[src/rtl/rf_frame_pkg.sv]
// Shared types and constants for the RF frame controller.
// States, error codes, CRC-8 polynomial and byte width.
package rf_frame_pkg;

  typedef enum logic [2:0] {
    S_IDLE,
    S_HUNT,
    S_LEN,
    S_PAYLOAD,
    S_CHECK
  } state_e;

  localparam logic [1:0] ERR_NONE  = 2'd0;
  localparam logic [1:0] ERR_LINE  = 2'd1;
  localparam logic [1:0] ERR_LEN   = 2'd2;
  localparam logic [1:0] ERR_CHECK = 2'd3;

  localparam logic [7:0] CRC8_POLY = 8'h07;
  localparam int         BYTE_W    = 8;

endpackage

[src/rtl/rf_frame_check.sv]
// Frame check accumulator: byte XOR, or CRC-8 under RF_FRAME_CRC8_EN.
// Ports: clk2x, rst_n, clear, bit_in, bit_en -> check[7:0].
module rf_frame_check
  import rf_frame_pkg::*;
(
  input  logic              clk2x,
  input  logic              rst_n,
  input  logic              clear,
  input  logic              bit_in,
  input  logic              bit_en,
  output logic [BYTE_W-1:0] check
);

`ifdef RF_FRAME_CRC8_EN
  logic [BYTE_W-1:0] crc_q;
  logic              fb;

  assign fb    = crc_q[BYTE_W-1] ^ bit_in;
  assign check = crc_q;

  always_ff @(posedge clk2x or negedge rst_n) begin
    if (!rst_n) begin
      crc_q <= '0;
    end else if (clear) begin
      crc_q <= '0;
    end else if (bit_en) begin
      crc_q <= {crc_q[BYTE_W-2:0], 1'b0}
             ^ (fb ? CRC8_POLY : 8'h00);
    end
  end
`else
  logic [BYTE_W-1:0] sh_q;
  logic [BYTE_W-1:0] acc_q;
  logic [2:0]        cnt_q;
  logic [BYTE_W-1:0] nb;

  assign nb    = {sh_q[BYTE_W-2:0], bit_in};
  assign check = acc_q;

  always_ff @(posedge clk2x or negedge rst_n) begin
    if (!rst_n) begin
      sh_q  <= '0;
      acc_q <= '0;
      cnt_q <= '0;
    end else if (clear) begin
      sh_q  <= '0;
      acc_q <= '0;
      cnt_q <= '0;
    end else if (bit_en) begin
      sh_q  <= nb;
      cnt_q <= cnt_q + 3'd1;
      if (cnt_q == 3'd7)
        acc_q <= acc_q ^ nb;
    end
  end
`endif

endmodule

[src/rtl/rf_frame_ctrl.sv]
// Frame controller: sync hunt, length, payload, check over decoded bits.
// Ports: clk2x/rst_n, start/abort, decoder bit side, byte valid/ready side,
// busy/frame_done/frame_err/err_code status. Build option RF_FRAME_CRC8_EN.
module rf_frame_ctrl
  import rf_frame_pkg::*;
#(
  parameter int unsigned       SYNC_W    = 16,
  parameter logic [SYNC_W-1:0] SYNC_WORD = 16'h2DD4,
  parameter int unsigned       MAX_LEN   = 32,
  parameter int unsigned       ERR_LIMIT = 4,
  parameter int unsigned       TIMEOUT   = 1024
) (
  input  logic       clk2x,
  input  logic       rst_n,
  input  logic       start,
  input  logic       abort,
  output logic       dec_enable,
  input  logic       bit_valid,
  input  logic       bit_data,
  input  logic       bit_error,
  output logic [7:0] byte_data,
  output logic       byte_valid,
  input  logic       byte_ready,
  output logic       busy,
  output logic       frame_done,
  output logic       frame_err,
  output logic [1:0] err_code
);

  localparam int CW = $clog2(SYNC_W + 1);
  localparam int TW = $clog2(TIMEOUT + 1);
  localparam logic [CW-1:0] SYNC_N = CW'(SYNC_W);
  localparam logic [TW-1:0] TLIM   = TW'(TIMEOUT);
  localparam logic [3:0]    ELIM   = 4'(ERR_LIMIT);
  localparam logic [7:0]    MLEN   = 8'(MAX_LEN);

  state_e            state_q, state_d;
  logic [SYNC_W-1:0] sync_q;
  logic [CW-1:0]     scnt_q;
  logic [7:0]        sh_q;
  logic [2:0]        bcnt_q;
  logic [7:0]        len_q, pcnt_q;
  logic [3:0]        erun_q;
  logic [TW-1:0]     idle_q;
  logic [7:0]        chk;
  logic [7:0]        nbyte;
  logic              good, bad, in_frame;
  logic              byte_done, sync_hit, arm;
  logic              fin, fin_err, load;
  logic [1:0]        fin_code;

  assign good     = bit_valid & ~bit_error;
  assign bad      = bit_valid & bit_error;
  assign in_frame = state_q inside {S_LEN, S_PAYLOAD, S_CHECK};
  assign nbyte    = {sh_q[6:0], bit_data};
  assign byte_done = in_frame & good & (bcnt_q == 3'd7);
  assign sync_hit = (state_q == S_HUNT) && (scnt_q == SYNC_N)
                    && (sync_q == SYNC_WORD);
  assign arm      = (state_q == S_IDLE) & start & ~abort;
  assign fin_err  = fin_code != ERR_NONE;

  rf_frame_check u_check (
    .clk2x  (clk2x),
    .rst_n  (rst_n),
    .clear  (arm),
    .bit_in (bit_data),
    .bit_en (good & ~abort
             & (state_q inside {S_LEN, S_PAYLOAD})),
    .check  (chk)
  );

  // Terminating events; line faults outrank a byte completion.
  always_comb begin
    fin      = 1'b0;
    fin_code = ERR_NONE;
    load     = 1'b0;
    if (in_frame) begin
      if (bad && (erun_q + 4'd1 == ELIM)) begin
        fin      = 1'b1;
        fin_code = ERR_LINE;
      end else if (!bit_valid && (idle_q + TW'(1) == TLIM)) begin
        fin      = 1'b1;
        fin_code = ERR_LINE;
      end else if (byte_done) begin
        unique case (state_q)
          S_LEN: begin
            if (nbyte == 8'd0 || nbyte > MLEN) begin
              fin      = 1'b1;
              fin_code = ERR_LEN;
            end
          end
          S_PAYLOAD: begin
            if (byte_valid && !byte_ready) begin
              fin      = 1'b1;
              fin_code = ERR_LINE;
            end else begin
              load = 1'b1;
            end
          end
          S_CHECK: begin
            fin      = 1'b1;
            fin_code = (nbyte == chk) ? ERR_NONE : ERR_CHECK;
          end
          default: ;
        endcase
      end
    end
  end

  always_ff @(posedge clk2x or negedge rst_n) begin
    if (!rst_n) state_q <= S_IDLE;
    else        state_q <= state_d;
  end

  always_comb begin
    state_d = state_q;
    if (abort || fin) begin
      state_d = S_IDLE;
    end else begin
      unique case (state_q)
        S_IDLE:    if (start) state_d = S_HUNT;
        S_HUNT:    if (sync_hit) state_d = S_LEN;
        S_LEN:     if (byte_done) state_d = S_PAYLOAD;
        S_PAYLOAD: if (load && (pcnt_q + 8'd1 == len_q))
                     state_d = S_CHECK;
        default:   ;
      endcase
    end
  end

  always_comb begin
    dec_enable = state_q != S_IDLE;
    busy       = state_q != S_IDLE;
  end

  always_ff @(posedge clk2x or negedge rst_n) begin
    if (!rst_n) begin
      sync_q     <= '0;
      scnt_q     <= '0;
      sh_q       <= '0;
      bcnt_q     <= '0;
      len_q      <= '0;
      pcnt_q     <= '0;
      erun_q     <= '0;
      idle_q     <= '0;
      byte_data  <= '0;
      byte_valid <= 1'b0;
      frame_done <= 1'b0;
      frame_err  <= 1'b0;
      err_code   <= ERR_NONE;
    end else begin
      frame_done <= 1'b0;
      frame_err  <= 1'b0;
      if (byte_valid && byte_ready)
        byte_valid <= 1'b0;
      if (abort) begin
        byte_valid <= 1'b0;
      end else if (arm) begin
        err_code <= ERR_NONE;
        sync_q   <= '0;
        scnt_q   <= '0;
        sh_q     <= '0;
        bcnt_q   <= '0;
        len_q    <= '0;
        pcnt_q   <= '0;
        erun_q   <= '0;
        idle_q   <= '0;
      end else begin
        if (state_q == S_HUNT) begin
          sh_q   <= '0;
          bcnt_q <= '0;
          erun_q <= '0;
          idle_q <= '0;
          if (bad) begin
            scnt_q <= '0;
          end else if (good) begin
            sync_q <= {sync_q[SYNC_W-2:0], bit_data};
            if (scnt_q != SYNC_N)
              scnt_q <= scnt_q + CW'(1);
          end
        end
        if (in_frame) begin
          if (good) begin
            sh_q   <= nbyte;
            bcnt_q <= bcnt_q + 3'd1;
            erun_q <= '0;
          end else if (bad) begin
            erun_q <= erun_q + 4'd1;
          end
          idle_q <= bit_valid ? '0 : idle_q + TW'(1);
        end
        if (state_q == S_LEN && byte_done) begin
          len_q  <= nbyte;
          pcnt_q <= '0;
        end
        if (load) begin
          byte_data  <= nbyte;
          byte_valid <= 1'b1;
          pcnt_q     <= pcnt_q + 8'd1;
        end
        if (fin) begin
          frame_done <= 1'b1;
          frame_err  <= fin_err;
          err_code   <= fin_code;
          if (fin_err)
            byte_valid <= 1'b0;
        end
      end
    end
  end

endmodule

[config.mk]
export PLATFORM = sky130hd
export DESIGN_NAME = rf_frame_ctrl
export DESIGN_NICKNAME = d
export VERILOG_FILES = /design/src/rtl/rf_frame_pkg.sv /design/src/rtl/rf_frame_check.sv /design/src/rtl/rf_frame_ctrl.sv
export SDC_FILE = /design/constraint.sdc
export NUM_CORES = 1
export LEC_CHECK = 0
export ABC_CLOCK_PERIOD_IN_PS = 3600
export CAP_MARGIN = 20
export CORE_MARGIN = 8
export CORE_UTILIZATION = 55
export DETAILED_ROUTE_END_ITERATION = 12
export PLACE_DENSITY = 0.74
export SLEW_MARGIN = 10
export SYNTH_ARGS = -nofsm -noshare
export SYNTH_HDL_FRONTEND = slang
export SYNTH_SLANG_ARGS = --single-unit
export TNS_END_PERCENT = 1
[constraint.sdc]
create_clock -name clk2x -period 3.6 [get_ports clk2x]
set_input_delay 0.72 -clock clk2x [delete_from_list [all_inputs] [get_ports clk2x]]
set_output_delay 0.72 -clock clk2x [all_outputs]
set_load 0.03 [all_outputs]
==> results by group, run 1 <==
Logic synthesis
  – Post-synth EDFFs: 0
  – Fraction of registers with async set/reset: 100%
  – Synth unique cells: 56
  – Register bit total from synthesis: 96
  – Top_reg_cell synth: dfrtp_1
  – Gate Count Post-Synth: 521
  – Synth Warn #: 0
  – Sequential share of the synthesized area: 48.0%
  – Leading area contributor after synthesis: dfrtp_1
  – Top cell type's share of synthesized area: 48.0%
  – Top cells by area, synth: dfrtp_1, nand2_1, mux2i_1
  – Syn nets: 540
  – Mapped Avg Cell Area: 9.61 um^2
  – Mapped Area: 5010 um^2

Finish
  – Area delta synth->final: 10.5%
  – Share of cells above drive strength 1: 7.21%
  – # diodes: 0
  – Fin util: 61.3%
  – Final Net Count: 555
  – Layout fillers: 766

GRT
  – GR Util All Layers: 17.1%
  – Vias in the first global route: 3786
  – First-pass GRT wire length: 18000 um
  – Largest net degree at the start of global routing: 56
  – Total gr overflow: 0
  – Initial antenna violation count: 0

Floorplan
  – Full die area: 12400 um^2
  – Core area: 9020 um^2
  – # IOs: 23
  – Chip height: 111 um
  – # rows: 35
  – Die width: 111 um
  – Starting density of the core: 55.5%

Outcome
  – Status: complete, no violations

Drt
  – Final ANT Viol Nets: 0
  – Routed WL per cell: 15.9 um
  – DRT Wirelength: 10400 um
  – Routed via count: 3812
  – Via/cell ratio: 5.85
  – 1st-iter DRT viols: 260
  – Drc violations: 0
  – Drt pass-1 iters: 4

Timing
  – Setup Skew: 0.00989 ns
  – Final period util: 76.3%
  – Final-report hold violation count: 0
  – Rel. slew slack: 48.4%
  – Final setup TNS: 0 ns
  – RSZ-0062 raised after global routing: no
  – Max Clk Rate: 364 MHz
  – Final setup fails: 0
  – Slew @ Worst Pin: 0.768 ns
  – Fin. max-slew vios: 0
  – Fin crit period: 2.75 ns

Critical path
  – CP Class: primary input to flop
  – Crit end category: flop
  – CP arrival: 2.97 ns
  – Depth of the most critical reg-to-reg path: 6
  – Reg2Reg Setup Slack: 1.01 ns
  – Reg2reg start: state_q[0]$_DFFE_PN0P_
  – Crit path to: state_q[2]$_DFFE_PN0P_
  – Worst setup path start: bit_valid
  – Reg2Reg Capture Point: err_code[1]$_DFFE_PN0P_
  – Crit Path Max Fanout: 9
  – Worst EP required: 3.83 ns
  – Crit path launch type: primary input

Clock tree
  – Root Driver: clkbuf_8
  – Number of setup buffers added after CTS: 0
  – CTS resizes: 0
  – Max clock buf depth: 2
  – H-tree depth: 3
  – Worst skew pair latency: 0.36 ns
  – Inserted Clock Buffers: 9
  – Clock transition at path regs: 0.09 ns
  – Clk sinks: 96
  – Hold buffers post-CTS: 0
  – TritonCTS clock tree: done

Power
  – Worst IR drop on VDD: 0.220 mV
  – Static leakage: 2.66 nW
  – Pwr Density: 353 nW/um^2
  – Tot Pwr: 1.95 mW

Min path
  – Worst min path class: primary input to async pin

Placement
  – Global placement routability congestion: 0.844
  – DP HPWL: 7260 um
  – Port Buf Inserts: 22

Flow run
  – Max Cap Violations: 0
## worst min-delay path by stage
stage                     cells past startpoint                        to                     start  slack, ns
after floorplan                               0     bcnt_q[0]$_DFFE_PN0N_                     rst_n       0.42
after CTS                                     1     idle_q[8]$_DFFE_PN0P_                     rst_n       0.42
after global placement                        2  byte_data[5]$_DFFE_PN0P_  byte_data[5]$_DFFE_PN0P_       0.46
after detailed placement                      2  byte_data[1]$_DFFE_PN0P_  byte_data[1]$_DFFE_PN0P_       0.47
after global routing                          1     idle_q[8]$_DFFE_PN0P_                     rst_n       0.44
final                                         1     idle_q[8]$_DFFE_PN0P_                     rst_n       0.39
## synthesized netlist by cell type (6+ instances only)
cell and instances:
o31ai_1 7, a21oi_1 13, clkbuf_1 18, and3_1 8
a22o_1 9, nor2b_1 7, o21ai_0 42, nor3_1 8
dfrtp_1 96, inv_1 7, ha_1 11, xnor2_1 18
mux2i_1 26, nand3_1 14, nor2_1 49, xor2_1 17
nand4_1 6, nand2_1 81
## cells in the final DEF, fill, tap and decap left out, types with 8 or more instances in the layout
cell type / count
dfrtp_1: 96
nor2_1: 48
a22o_1: 9
mux2i_1: 26
o21ai_0: 42
ha_1: 11
buf_4: 9
nor3_1: 8
xnor2_1: 18
clkdlybuf4s50_1: 21
clkbuf_8: 9
nand2_1: 81
nand3_1: 14
xor2_1: 17
a21oi_1: 13
and3_1: 8
## layout make-up
type | instances | area [um^2] | share of cell area, %
Inverter | 7 | 26.3 | 0.475
Clock inverter | 6 | 91.3 | 1.65
Sequential cell | 96 | 2400 | 43.4
Multi-Input combinational cell | 392 | 2470 | 44.6
Tap cell | 111 | 139 | 2.51
Timing Repair Buffer | 30 | 278 | 5.02
Clock buffer | 10 | 128 | 2.31
## kinds of logic (layout without fill, tap and decap cells)
group,Yosys count,in the layout,share of synthesized area [%]
AO/OA/AOI/OAI,100,100,13.0
XOR/XNOR,35,35,6.12
adder cells (fa/ha/maj),11,11,2.75
buffers and inverters,33,53,2.92
flip-flops,96,96,48.0
multiplexers,28,28,5.72
AND/OR/NAND/NOR,218,218,21.5
## per-layer routing
| layer | up-vias | routed length, um | GRT usage, % |
|---|---|---|---|
| met2 | 62 | 5070 | 27.5 |
| met5 | - | 0 | 0 |
| met1 | 1880 | 4860 | 22.6 |
| met4 | 0 | 129 | 5.60 |
| li1 | 1856 | - | - |
| met3 | 14 | 326 | 3.44 |
## critical path, cell delays in order
cell and delay [ns]:
clkdlybuf4s50_1 0.64, nand3b_1 0.22, or3_1 0.44, nor4_1 0.30
nand4_1 0.21, a2111oi_0 0.43
## sequential cells by signal (all words and copies together) (netlist names), 3 cells and up
| name | flops |
|---|---|
| state_q | 3 |
| len_q | 8 |
| bcnt_q | 3 |
| pcnt_q | 8 |
| u_check.check | 8 |
| idle_q | 11 |
| u_check.sh_q | 7 |
| sh_q | 7 |
| sync_q | 16 |
| erun_q | 4 |
| byte_data | 8 |
| scnt_q | 5 |
| u_check.cnt_q | 3 |
## power breakdown
group | total, mW | switching (mW) | leakage, nW | internal, mW
sequential | 1.09 | 0.00624 | 1.34 | 1.08
clock | 0.769 | 0.375 | 0.0991 | 0.394
combinational | 0.0936 | 0.0662 | 1.22 | 0.0275
## metrics by stage
step	hold slack [ns]	instances	worst slack, ns	area [um^2]
after floorplan	0.424	521	1.15	5010
after global placement	0.462	636	0.611	5310
after detailed placement	0.465	636	0.490	5310
after CTS	0.418	652	0.871	5530
after global routing	0.441	652	0.635	5530
final	0.391	652	0.854	5530
Note: power is estimated with default switching activity, not from simulation.
==> inputs of run 2 (changes only) <==
--- a/config.mk
+++ b/config.mk
@@ -5,12 +5,12 @@
 export SDC_FILE = /design/constraint.sdc
 export NUM_CORES = 1
 export LEC_CHECK = 0
-export ABC_CLOCK_PERIOD_IN_PS = 3600
+export ABC_CLOCK_PERIOD_IN_PS = 2300
 export CAP_MARGIN = 20
 export CORE_MARGIN = 8
 export CORE_UTILIZATION = 55
 export DETAILED_ROUTE_END_ITERATION = 12
-export PLACE_DENSITY = 0.74
+export PLACE_DENSITY = 0.76
 export SLEW_MARGIN = 10
 export SYNTH_ARGS = -nofsm -noshare
 export SYNTH_HDL_FRONTEND = slang
==> constraint.sdc (replaced) <==
create_clock -name clk2x -period 2.3 [get_ports clk2x]
set_input_delay 0.46 -clock clk2x [delete_from_list [all_inputs] [get_ports clk2x]]
set_output_delay 0.46 -clock clk2x [all_outputs]
set_load 0.03 [all_outputs]
==> run 2 against run 1 <==
Compared with the run above: design area grew 5.8%; count of clock-buffer cells in the layout down 1; worst setup slack worse by 0.81 ns; routed wire length up 6.1%; largest cell class unchanged; sequential cell count unchanged; global-route usage increased by 1.1 points.
==> results by group, run 2 (same netlist as run 1, synthesis figures left out) <==
Critical path
  – Worst EP required: 2.54 ns (-1.29 ns)
  – Crit end category: flop
  – CP arrival: 2.49 ns (-0.48 ns)
  – Crit Path Max Fanout: 5 (-4)
  – Critical path's largest stage delay: 0.46 ns (-0.18 ns)
  – CP Class: flop to flop
  – CP cell instances: inv_1 -> ha_1 -> nand4bb_1 -> or4_1 -> nor3_1 -> o41a_1 -> o211ai_1 -> a2111oi_1
  – Slowest cell on crit path: or4_1
  – Crit path launch type: flop

Finish
  – Max reg flops: 16 (unchanged)
  – Most common cell after layout, fill and taps aside: dfrtp_1
  – Top Registers: sync_q: 16 flops, idle_q: 11 flops
  – Layout fillers: 739 (-3.5%)
  – Top reg by flops: sync_q
  – Area of the multi-input gates: 2480 um^2 (+0.66%)
  – Share of cells above drive strength 1: 14.3% (+7.1 points)
  – Final Net Count: 593 (+6.8%)
  – Finished Layout Cells: 690 (+5.8%)
  – Area delta synth->final: 16.9%
  – Register area: 2400 um^2 (about the same)
  – # diodes: 0 (unchanged)
  – Most frequent cells in the layout: dfrtp_1, nand2_1, nor2_1

Timing
  – Fin. max-slew vios: 0 (unchanged)
  – RSZ-0062 raised after global routing: yes
  – Fin crit period: 2.26 ns
  – Final setup fails: 0 (unchanged)
  – Final-report hold violation count: 0 (unchanged)
  – Worst hold slack: 0.491 ns (+0.100 ns)
  – Max Clk Rate: 443 MHz
  – Final period util: 98.1%
  – Setup Skew: 0.0127 ns (+0.00283 ns)
  – Slew @ Worst Pin: 0.630 ns (-0.137 ns)
  – Rel. slew slack: 57.7% (+9.3 points)

Power
  – Worst IR drop on VDD: 0.369 mV (+68%)
  – Static leakage: 2.88 nW (+8.2%)
  – Pwr Density: 499 nW/um^2 (+41%)
  – Tot Pwr: 2.92 mW (+50%)

GRT
  – Vias in the first global route: 3985 (+5.3%)
  – Initial antenna violation count: 0 (unchanged)
  – First-pass GRT wire length: 18900 um (+5.3%)
  – GR Util All Layers: 18.2% (+1.1 points)
  – Total gr overflow: 0 (unchanged)
  – Largest net degree at the start of global routing: 50 (-11%)

Clock tree
  – Worst skew pair latency: 0.37 ns (about the same)
  – Root Driver: clkbuf_8
  – Clock transition at path regs: 0.10 ns (about the same)
  – TritonCTS clock tree: done
  – Number of setup buffers added after CTS: 0 (unchanged)
  – Clk sinks: 96 (unchanged)
  – Inserted Clock Buffers: 9 (unchanged)
  – H-tree depth: 3 (unchanged)
  – Max clock buf depth: 2 (unchanged)

Floorplan
  – # IOs: 23 (unchanged)
  – Chip height: 111 um (unchanged)
  – # rows: 35 (unchanged)
  – Full die area: 12400 um^2 (unchanged)
  – Core area: 9020 um^2 (unchanged)
  – Die width: 111 um (unchanged)
  – Starting density of the core: 55.5% (unchanged)

Drt
  – Routed via count: 4031 (+5.7%)
  – 1st-iter DRT viols: 237 (-8.8%)
  – Via/cell ratio: 5.84 (about the same)
  – DRT Wirelength: 11000 um (+6.1%)
  – Drc violations: 0 (unchanged)
  – Final ANT Viol Nets: 0 (unchanged)
  – Routed WL per cell: 16.0 um (+0.22%)
  – Drt pass-1 iters: 5 (+1)

Placement
  – Global placement routability congestion: 0.822 (-2.5%)
  – Port Buf Inserts: 22 (unchanged)
  – DP HPWL: 8010 um (+10%)
  – Placed Instances: 673 (+5.8%)

Min path
  – Worst min path class: flop to flop

Outcome
  – Status: complete, no violations

Flow run
  – Max Cap Violations: 0 (unchanged)
## run 2: cell types whose count changed in the layout (fill, tap and decap cells not counted), moves of 2 or more
| cell | previous run | this run |
|---|---|---|
| buf_12 | 0 | 4 |
| buf_4 | 9 | 42 |
| bufinv_16 | 2 | 0 |
| clkdlybuf4s50_1 | 21 | 19 |
| clkinv_4 | 0 | 2 |
| clkinvlp_4 | 3 | 0 |
| inv_6 | 1 | 3 |
## run 2: report_power, final
group | switching (mW) | internal [mW] | leakage, nW | total (mW)
Clock | 0.635 | 0.414 | 0.0965 | 1.05
Combinational | 0.108 | 0.0590 | 1.44 | 0.167
Sequential | 0.0101 | 1.69 | 1.34 | 1.70
## run 2: layout make-up
| cell class | instances | area share (%) |
|---|---|---|
| repair buffers | 68 | 10.5 |
| flip-flops and latches | 96 | 41.1 |
| clock inverters | 7 | 1.03 |
| clock buffers | 9 | 2.12 |
| well taps | 111 | 2.37 |
| inverters | 7 | 0.449 |
| multi-input cells | 392 | 42.4 |
## run 2: path summary, 6_finish.rpt
check,slack [ns],cells after the start,end,start
worst max-delay path,0.04,8,state_q[0]$_DFFE_PN0P_,scnt_q[0]$_DFFE_PN0P_
worst min-delay path,0.49,2,byte_data[2]$_DFFE_PN0P_,byte_data[2]$_DFFE_PN0P_
worst max register to register,0.04,8,state_q[0]$_DFFE_PN0P_,scnt_q[0]$_DFFE_PN0P_
worst min register to register,0.49,2,byte_data[2]$_DFFE_PN0P_,byte_data[2]$_DFFE_PN0P_
max in group asynchronous,1.12,3,sync_q[9]$_DFFE_PN0P_,rst_n
min in group asynchronous,0.54,2,idle_q[9]$_DFFE_PN0P_,rst_n
## run 2: routing by layer
layer | share of wire (%) | global-route usage, % | vias up
met4 | 1.3 | 5.96 | 0
met5 | 0 | 0 | -
met1 | 44 | 23.3 | 1991
li1 | - | - | 1942
met2 | 50 | 29.8 | 87
met3 | 5.0 | 4.09 | 11
## run 2: worst max-delay path, delay by kind of cell (launching register included)
family	cells	cell delay (ns)
adders and majority gates	1	0.14
DFF	1	0.42
buffers and inverters	1	0.07
and+or+nand+nor	3	0.80
AOI/OAI and AO/OA	3	0.69
## run 2: repair_timing
action | in CTS | in global routing
gates resized for setup | 3 | 6
endpoints found under the setup margin | 6 | 8
endpoints found under the hold margin | 10 | 0
pin swaps | 0 | 2
hold buffers | 1 | 0
## run 2: per-stage QoR
step	util [%]	area, um^2	TNS [ns]	setup WS, ns
after global routing	64.9	5850	-0.126	-0.0894
after detailed placement	62.5	5640	-2.42	-0.329
final	64.9	5850	0	0.0443
after CTS	64.7	5840	-0.0383	-0.0327
after floorplan	-	5010	0	0.106
after global placement	62.5	5640	-1.72	-0.296
